===== config.mk =====
export PLATFORM = sky130hd
export DESIGN_NAME = bidirectional_reg
export DESIGN_NICKNAME = d
export VERILOG_FILES = /design/src/rtl/bidirectional_reg.sv
export SDC_FILE = /design/constraint.sdc
export NUM_CORES = 1
export LEC_CHECK = 0
export BUFFER_PORTS_ARGS = -buffer_cell sky130_fd_sc_hd__buf_2
export CAP_MARGIN = 20
export CORE_AREA = 4 4 41 43
export CTS_BUF_LIST = sky130_fd_sc_hd__clkbuf_4 sky130_fd_sc_hd__clkbuf_8
export DETAILED_ROUTE_END_ITERATION = 10
export DIE_AREA = 0 0 45 47
export GPL_TIMING_DRIVEN = 1
export RECOVER_POWER = 25
export SETUP_SLACK_MARGIN = 0.02
export SLEW_MARGIN = 10
export SYNTH_ARGS = -nofsm -noshare
export SYNTH_HDL_FRONTEND = slang
export SYNTH_SLANG_ARGS = --single-unit
export TNS_END_PERCENT = 5

===== constraint.sdc =====
create_clock -name clk -period 1.1 [get_ports clk]
set_input_delay 0.165 -clock clk [delete_from_list [all_inputs] [get_ports clk]]
set_output_delay 0.165 -clock clk [all_outputs]
set_load 0.05 [all_outputs]

===== src/rtl/bidirectional_reg.sv =====
// Serial-in, parallel-out shift register.
// Direction is selectable each cycle; out is driven from flops.
module bidirectional_reg #(
  parameter int MSB = 4
) (
  input  logic           clk,
  input  logic           rstn,
  input  logic           d,
  input  logic           en,
  input  logic           dir,
  output logic [MSB-1:0] out
);

  logic [MSB-1:0] nxt;

  generate
    if (MSB == 1) begin : g_one
      // a single flop sees d from either direction
      always_comb nxt = d;
    end else begin : g_wide
      always_comb begin
        nxt = out;
        unique case (1'b1)
          dir:  nxt = {d, out[MSB-1:1]};
          !dir: nxt = {out[MSB-2:0], d};
          default: nxt = out;
        endcase
      end
    end
  endgenerate

  // rstn is active-high despite its name
  always_ff @(posedge clk or posedge rstn) begin
    if (rstn)
      out <= '0;
    else if (en)
      out <= nxt;
  end

endmodule


==> results by group <==
Floorplanning
  • Die ar.: 0.00212 sq mm
  • Die W: 45 microns
  • FP Rows: 13
  • Initial Util: 0.144
  • # IOs: 9
  • DIE HEIGHT: 47 microns
  • Core area: 0.00130 sq mm

Routing
  • First-pass DRT Iterations: 1
  • Routed Antenna Nets: 0
  • Via/cell ratio: 3.73
  • # DRC: 0
  • Routed vias: ~160
  • Wire per inst: 8.95 microns
  • DRT iter0 DRCs: 0
  • Routed WL: 394 microns

Pwr
  • Switching share of total power: 0.370
  • Clock power frac: 0.329
  • Sequential power share: 0.356
  • Power Density: 1990 mW/mm^2
  • Max VDD drop: 0.000383 V
  • Pint: 342 uW
  • Static leakage: 0.000132 uW
  • Comb pwr share: 0.314
  • P_sw: between 200 and 250 uW

Yosys
  • Synthesized Nets: 24
  • Synth top area cells: dfrtp_1 (53%), mux2i_1 (21%), a21oi_1 (11%)
  • Synth top area share: 0.533
  • Syn avg cell area: between 9 and 10 sq um
  • Post-synth top flop: dfrtp_1
  • Post-synthesis sequential area ratio: 0.533
  • Post-synth cell types: 7
  • Post-synth ARST share: 1.00
  • Area leader, netlist: dfrtp_1
  • Number of flops mapped to enable cells by yosys: 0
  • Register bit total from synthesis: 4
  • Synth warn: 0
  • Netlist Area Pre-Place: approximately 190 sq um
  • Post-synth top cells: a21oi_1 (4), dfrtp_1 (4), mux2i_1 (4), nor2_1 (4)
  • Post-synthesis cell count: 19

Worst setup path
  • Worst-path cell chain: buf_2
  • CP delay by family, top: flip-flops
  • Critical setup path kind: reg -> out
  • Crit path arrival time: 0.90 ns
  • Worst endpoint required time: 0.94 ns
  • CP peak stage delay: about 0.38 ns
  • CP bufs+invs: 1
  • Crit. End Element: primary output
  • CP max-delay cell: dfrtp_1
  • Crit path launch: out[1]
  • Reg2reg start: out[2]
  • Worst setup SP type: register
  • CP Max Fanout: 4

Placement
  • PortBufs: 8
  • Cell Area, Placed: 238 sq um
  • Place WS: 0.285 ns
  • RD Place Congestion: 0.642

Final layout
  • Max FFs per register: 4
  • Area Overhead vs Synth: 45.3%
  • Largest register by flop count: out
  • Final net count: 36
  • Antenna cell count: 0
  • Fin area: about 270 sq um
  • Number of fill cells in the layout: 167
  • Top Registers: out: 4 flops
  • Layout cells sized above 1: 0.379

Global routing
  • Vias in the first global route: 152
  • Total GRT Usage: 0.0460
  • Gr ovfl total: 0
  • Initial antenna violation count: 0
  • Largest net degree at the start of global routing: 9
  • First-pass GRT wire length: 565 microns

Timing
  • Post-route worst setup slack: roughly 0.035 ns
  • Minimum clock period after layout: 1.06 ns
  • Final Max Slew Viols: 0
  • Fin. Hold Viols: 0
  • Slew @ Worst Pin: between 0.2 and 0.3 ns
  • Clock Skews: 0.00142 ns
  • Relative slew slack: 0.834
  • Setup-failing EPs final: 0
  • WHS: ~0.2 ns
  • Setup TNS: 0 ns
  • Fmax achieved: 0.939 GHz
  • RSZ-0062 raised after global routing: yes
  • Post-route clock period utilization: 0.968

Worst hold path
  • Min-delay worst type: in -> reg
  • Worst hold start: en

Clock network
  • Worst-Skew Late Latency: approximately 0.23 ns
  • TritonCTS clock tree: built
  • Clock sinks: 4
  • Clk buf depth: 2
  • H-tree levels: 1
  • CTS root buffer: clkbuf_4
  • Clock transition at path regs: 0.04 ns
  • CTS buffer count: 3

Flow run
  • Max Cap Viol: 0

Run status
  • Status: finished, final reports clean
[final cells by class]
| type | count | area [sq um] | area share |
|---|---|---|---|
| clock buffers | 3 | 22.5 | 0.0826 |
| well taps | 15 | 18.8 | 0.0688 |
| multi-input cells | 12 | 75.1 | 0.275 |
| flip-flops and latches | 4 | 100 | 0.367 |
| repair buffers | 9 | 52.6 | 0.193 |
| inverters | 1 | 3.75 | 0.0138 |
[placed cells by master, fill, tap and decap left out]
| cell | netlist | routed |
|---|---|---|
| a21oi_1 | 4 | 4 |
| buf_2 | 0 | 7 |
| clkbuf_4 | 0 | 4 |
| dfrtp_1 | 4 | 4 |
| dlygate4sd3_1 | 0 | 1 |
| inv_1 | 1 | 1 |
| mux2i_1 | 4 | 4 |
| nor2_1 | 4 | 4 |
[power by group through the flow]
stage	logic, uW	registers, uW	clock network [uW]
after floorplan	42.5	279	0
after global placement	168	194	0
after detailed placement	169	195	0
after CTS	171	193	191
after global routing	182	198	193
final	171	194	179
[through the flow]
stage / cells / utilization / power, uW
after floorplan: 19 / - / 321
after global placement: 40 / 0.183 / 362
after detailed placement: 40 / 0.183 / 364
after CTS: 44 / 0.208 / 556
after global routing: 44 / 0.210 / 573
final: 44 / 0.210 / 544
[routing by layer]
layer  vias up  global-route usage  part of all wire
li1         83                   -                 -
met4         0              0.0877             0.053
met5         -                   0                 0
met3         4              0.0230              0.14
met1        69              0.0391              0.38
met2         8              0.0565              0.42
[what timing repair did]
action                                  4_1_cts  5_1_grt
hold buffers                                  1        0
gates resized for setup                       0        1
setup buffers                                 0        0
hold endpoints to repair                      4        0
endpoints found under the setup margin        0        2
[worst paths after layout]
path	end	slack, ns	cells after the start
min	out[2]	0.20	2
max	out[1]	0.04	1
max reg2reg	out[1]	0.35	2
min in group asynchronous	out[2]	0.35	3
min reg2reg	out[0]	0.55	2
max in group asynchronous	out[1]	0.60	3
[cell families after synthesis]
group	Yosys count	synth area share
simple gates	4	0.0800
flops	4	0.533
buf+inv	3	0.0666
compound gates	4	0.107
mux	4	0.213
(Power assumes the default switching activity.)
